File: config.mk
export PLATFORM = sky130hd
export DESIGN_NAME = mdu_issue_scheduler
export DESIGN_NICKNAME = d
export VERILOG_FILES = /design/src/rtl/mdu_issue_scheduler.sv
export SDC_FILE = /design/constraint.sdc
export NUM_CORES = 1
export LEC_CHECK = 0
export ABC_AREA = 1
export CAP_MARGIN = 20
export CELL_PAD_IN_SITES_DETAIL_PLACEMENT = 1
export CELL_PAD_IN_SITES_GLOBAL_PLACEMENT = 1
export CORE_ASPECT_RATIO = 1.75
export CORE_UTILIZATION = 22
export CTS_BUF_LIST = sky130_fd_sc_hd__clkbuf_16
export CTS_CLUSTER_SIZE = 8
export DETAILED_ROUTE_END_ITERATION = 6
export PLACE_DENSITY_LB_ADDON = 0.1
export REMOVE_ABC_BUFFERS = 1
export SYNTH_ARGS = -nofsm -noshare
export SYNTH_HDL_FRONTEND = slang
export SYNTH_SLANG_ARGS = --single-unit
export TNS_END_PERCENT = 50
File: constraint.sdc
create_clock -name clk -period 2.2 [get_ports clk]
set_input_delay 0.55 -clock clk [delete_from_list [all_inputs] [get_ports clk]]
set_output_delay 0.55 -clock clk [all_outputs]
set_load 0.02 [all_outputs]
File: src/rtl/mdu_issue_scheduler.sv
// Serialises the MDU requests of one EX bundle onto a single shared multiply/divide unit,
// holds per-lane results until the bundle retires, and drains ops orphaned by a flush.
module mdu_issue_scheduler #(
    parameter int ISSUE_NUM = 2,
    parameter int OP_W      = 4,
    parameter int DATA_W    = 32
) (
    input  logic                          clk,
    input  logic                          rst,
    input  logic                          flush,
    input  logic                          stall_ex,
    input  logic [ISSUE_NUM-1:0]          req,
    input  logic [ISSUE_NUM*OP_W-1:0]     op,
    input  logic [ISSUE_NUM*DATA_W-1:0]   src_a,
    input  logic [ISSUE_NUM*DATA_W-1:0]   src_b,
    output logic                          mdu_start,
    output logic [OP_W-1:0]               mdu_op,
    output logic [DATA_W-1:0]             mdu_a,
    output logic [DATA_W-1:0]             mdu_b,
    input  logic                          mdu_done,
    input  logic [2*DATA_W-1:0]           mdu_result,
    output logic [ISSUE_NUM*2*DATA_W-1:0] result,
    output logic [ISSUE_NUM-1:0]          result_valid,
    output logic                          stall_req
);
    localparam int LANE_W = (ISSUE_NUM > 1) ? $clog2(ISSUE_NUM) : 1;
    localparam int RES_W  = 2 * DATA_W;

    typedef enum logic [1:0] {IDLE, RUN, DRAIN} state_t;

    state_t                     state_q, state_d;
    logic [LANE_W-1:0]          lane_q, lane_d;
    logic [ISSUE_NUM-1:0]       done_q, done_d;
    logic [ISSUE_NUM*RES_W-1:0] result_q, result_d;

    logic [ISSUE_NUM-1:0]       pending;
    logic                       any_pending;
    logic [LANE_W-1:0]          sel;

    // Lowest pending lane wins; the MDU operand bus always carries that lane's fields.
    always_comb begin
        pending     = req & ~done_q;
        any_pending = |pending;
        sel         = '0;
        mdu_op      = op[OP_W-1:0];
        mdu_a       = src_a[DATA_W-1:0];
        mdu_b       = src_b[DATA_W-1:0];
        for (int i = ISSUE_NUM - 1; i >= 0; i--) begin
            if (pending[i]) begin
                sel    = LANE_W'(i);
                mdu_op = op[i*OP_W +: OP_W];
                mdu_a  = src_a[i*DATA_W +: DATA_W];
                mdu_b  = src_b[i*DATA_W +: DATA_W];
            end
        end
    end

    always_comb begin
        state_d   = state_q;
        lane_d    = lane_q;
        done_d    = done_q;
        result_d  = result_q;
        mdu_start = 1'b0;
        case (state_q)
            IDLE: begin
                if (flush) begin
                    done_d = '0;
                end else if (any_pending) begin
                    mdu_start = 1'b1;
                    lane_d    = sel;
                    state_d   = RUN;
                end else if (!stall_ex && (|req)) begin
                    done_d = '0;
                end
            end
            RUN: begin
                if (flush) begin
                    done_d  = '0;
                    state_d = mdu_done ? IDLE : DRAIN;
                end else if (mdu_done) begin
                    for (int i = 0; i < ISSUE_NUM; i++) begin
                        if (lane_q == LANE_W'(i)) begin
                            result_d[i*RES_W +: RES_W] = mdu_result;
                            done_d[i]                  = 1'b1;
                        end
                    end
                    state_d = IDLE;
                end
            end
            DRAIN: begin
                // The MDU cannot be aborted, so wait out the orphaned op and drop its result.
                if (mdu_done) begin
                    state_d = IDLE;
                end
            end
            default: state_d = IDLE;
        endcase
        if (rst) begin
            mdu_start = 1'b0;
        end
    end

    always_ff @(posedge clk) begin
        if (rst) begin
            state_q  <= IDLE;
            lane_q   <= '0;
            done_q   <= '0;
            result_q <= '0;
        end else begin
            state_q  <= state_d;
            lane_q   <= lane_d;
            done_q   <= done_d;
            result_q <= result_d;
        end
    end

    assign stall_req    = any_pending | ((state_q == DRAIN) & (|req));
    assign result_valid = done_q;
    assign result       = result_q;

endmodule

==> results.json <==
{
  "synth_warnings": 0,
  "whs_ns": 0.4801,
  "worstHoldPathType": "reg -> reg",
  "clk_latency_ns": 0.43,
  "maxSlewViolCount": 0,
  "numCtsBuffers": 17,
  "power.leakage_nw": 4.528,
  "drtIter0Drc": 279,
  "synth-seq-cells": 133,
  "dpl.hpwl_um": 21930,
  "overflow": 0,
  "io_pins": 407,
  "stdcell_count": 1560,
  "worstSetupStartpointType": "primary input",
  "start_util_pct": 22.45,
  "dieWidth_um": 122.1,
  "synth.cell_area_um2": 5552,
  "finalSetupViolCount": 68,
  "final_cell_mix": "clkdlybuf4s50_1 (334), nor2_1 (267), nand2_1 (157)",
  "cts.sinks": 133,
  "final_layout_size_suffix_gt1_share_pct": 16.41,
  "yosys-top-cells-area": "dfxtp_1 (48%), nor2_1 (18%), nand2_1 (15%), o21ai_0 (11%), buf_6 (2.4%)",
  "vias": 6952,
  "drt.antenna.violating_nets": 0,
  "ir_drop_v": 0.0004724,
  "grt_max_degree": 88,
  "hold_viol": 0,
  "post_drt_wl_per_cell_um": 18.95,
  "cts_max_path_buffers": 2,
  "htree_levels": 4,
  "fill_cells": 2994,
  "rsz0062_at_grt": "true",
  "crit_type": "in -> out",
  "tritoncts": "yes",
  "drtPass1Iterations": 4,
  "num_rows": 76,
  "max_freq_mhz": 431.3,
  "core_region_area_um2": 24720,
  "tightest_slew_ns": 0.3669,
  "antenna_found_initial": 4,
  "mostFrequentLayoutCell": "clkdlybuf4s50_1",
  "yosysUniqueCellTypes": 19,
  "crit_required_ns": 1.65,
  "skew_ns": 0.009790,
  "crit_path_max_fanout": 8,
  "grt_pass1_vias": 7118,
  "gp_congestion": 0.7684,
  "syn_area_per_cell_um2": 6.770,
  "postLayoutSetupSlackWorst_ns": -0.1188,
  "wirelength_um": 29560,
  "maxCapViolCount": 0,
  "grt_usage_pct": 22.76,
  "grt_pass1_wl_um": 42350,
  "io_buffers": 406,
  "slew_headroom_pct": 75.46,
  "dp_cells": 1508,
  "post-route-period-util_pct": 105.4,
  "yosysTopAreaCellShare_pct": 47.96,
  "cts-root-buf": "clkbuf_16",
  "die_area_um2": 25900,
  "min_period_ns": 2.319,
  "worstSetupEndpointType": "output port",
  "cp.arrival_ns": 1.77,
  "area_growth_pct": 101.2,
  "die_h_um": 212.1,
  "cellPowerDensity_nw_per_um2": 642.3,
  "drc": 0,
  "vias_per_cell": 4.456,
  "fin_nets": 1437,
  "seq_area_frac_synth_pct": 47.96,
  "status": "finished, violations left",
  "syn_inst": 820,
  "yosysTopAreaCell": "dfxtp_1",
  "violations": "setup timing",
  "path_clk_slew_ns": 0.05
}
==> flip-flops by register name (all words and copies together) (netlist names) <==
signal        cells
result_valid      2
result          128
state_q           2
lane_q            1
==> cells in the mapped netlist <==
master,instances
buf_6,12
nand3_1,3
o21bai_1,2
dfxtp_1,133
clkbuf_2,12
nor2_1,267
inv_1,7
o21ai_0,127
a211oi_1,1
buf_2,7
nand2_1,216
o21ai_1,1
a21oi_2,1
clkbuf_1,22
buf_4,1
a21oi_1,3
nor3_2,1
inv_2,3
nand4_1,1
==> logic make-up after synthesis <==
family                 Yosys count  synth area share (%)
AOI/OAI and AO/OA              135                 12.37
DFF                            133                 47.96
buffers and inverters           64                 6.446
and+or+nand+nor                488                 33.22
==> cell type report <==
class / instances / area (um^2) / area share (%)
inverters: 10 / 50.05 / 0.4480
diodes: 5 / 12.51 / 0.1120
flip-flops and latches: 133 / 2664 / 23.85
repair buffers: 445 / 4642 / 41.55
multi-input cells: 623 / 2791 / 24.99
clock buffers: 17 / 425.4 / 3.808
well taps: 312 / 390.4 / 3.495
clock inverters: 15 / 195.2 / 1.747
==> final timing paths <==
check,startpoint,endpoint,slack (ns),cells past startpoint
max,req[1],mdu_b[28],-0.12,10
min,result[38]$_SDFFE_PP0P_,result[38]$_SDFFE_PP0P_,0.48,2
max reg2reg,state_q[1]$_SDFFE_PP0P_,result[21]$_SDFFE_PP0P_,0.70,6
min reg2reg,result[38]$_SDFFE_PP0P_,result[38]$_SDFFE_PP0P_,0.48,2
==> power breakdown <==
part | switching, mW | total [mW] | internal [mW]
registers | 0.0258 | 2.48 | 2.46
clock network | 1.07 | 3.05 | 1.98
logic | 0.793 | 1.64 | 0.847
==> worst max-delay path, stage by stage <==
cell and delay [ns]:
clkdlybuf4s15_1 0.25, nand2_4 0.08, a21oi_4 0.17, buf_6 0.17
inv_12 0.07, buf_12 0.14, buf_6 0.11, nand2_4 0.05
nand2_2 0.05, buf_6 0.12
==> what timing repair did <==
action | 4_1_cts | 5_1_grt
setup endpoints to repair | 70 | 68
setup buffers | 10 | 1
hold buffers | 0 | 0
resized for setup | 393 | 66
pin swaps | 10 | 11
cloned | 7 | 1
==> per-stage QoR <==
stage	total power [mW]	setup WS (ns)	utilization (%)	TNS, ns	instance area [um^2]
detailed placement	4.013	-0.8651	40.70	-53.74	10060
finish	7.174	-0.1188	45.18	-3.209	11170
global route	7.470	-0.1907	45.14	-8.433	11160
global placement	4.007	-0.8583	40.70	-52.89	10060
CTS	7.229	-0.2122	44.64	-8.405	11040
floorplan	3.083	-1.525	-	-177.52	5231
==> routing by layer <==
| layer | share of wire [%] | track usage, % |
|---|---|---|
| met4 | 2.9 | 8.789 |
| met3 | 9.1 | 8.155 |
| met1 | 36 | 23.03 |
| met2 | 52 | 41.73 |
| met5 | 0.044 | 0 |
No activity file was read; power rests on OpenSTA's default activity.
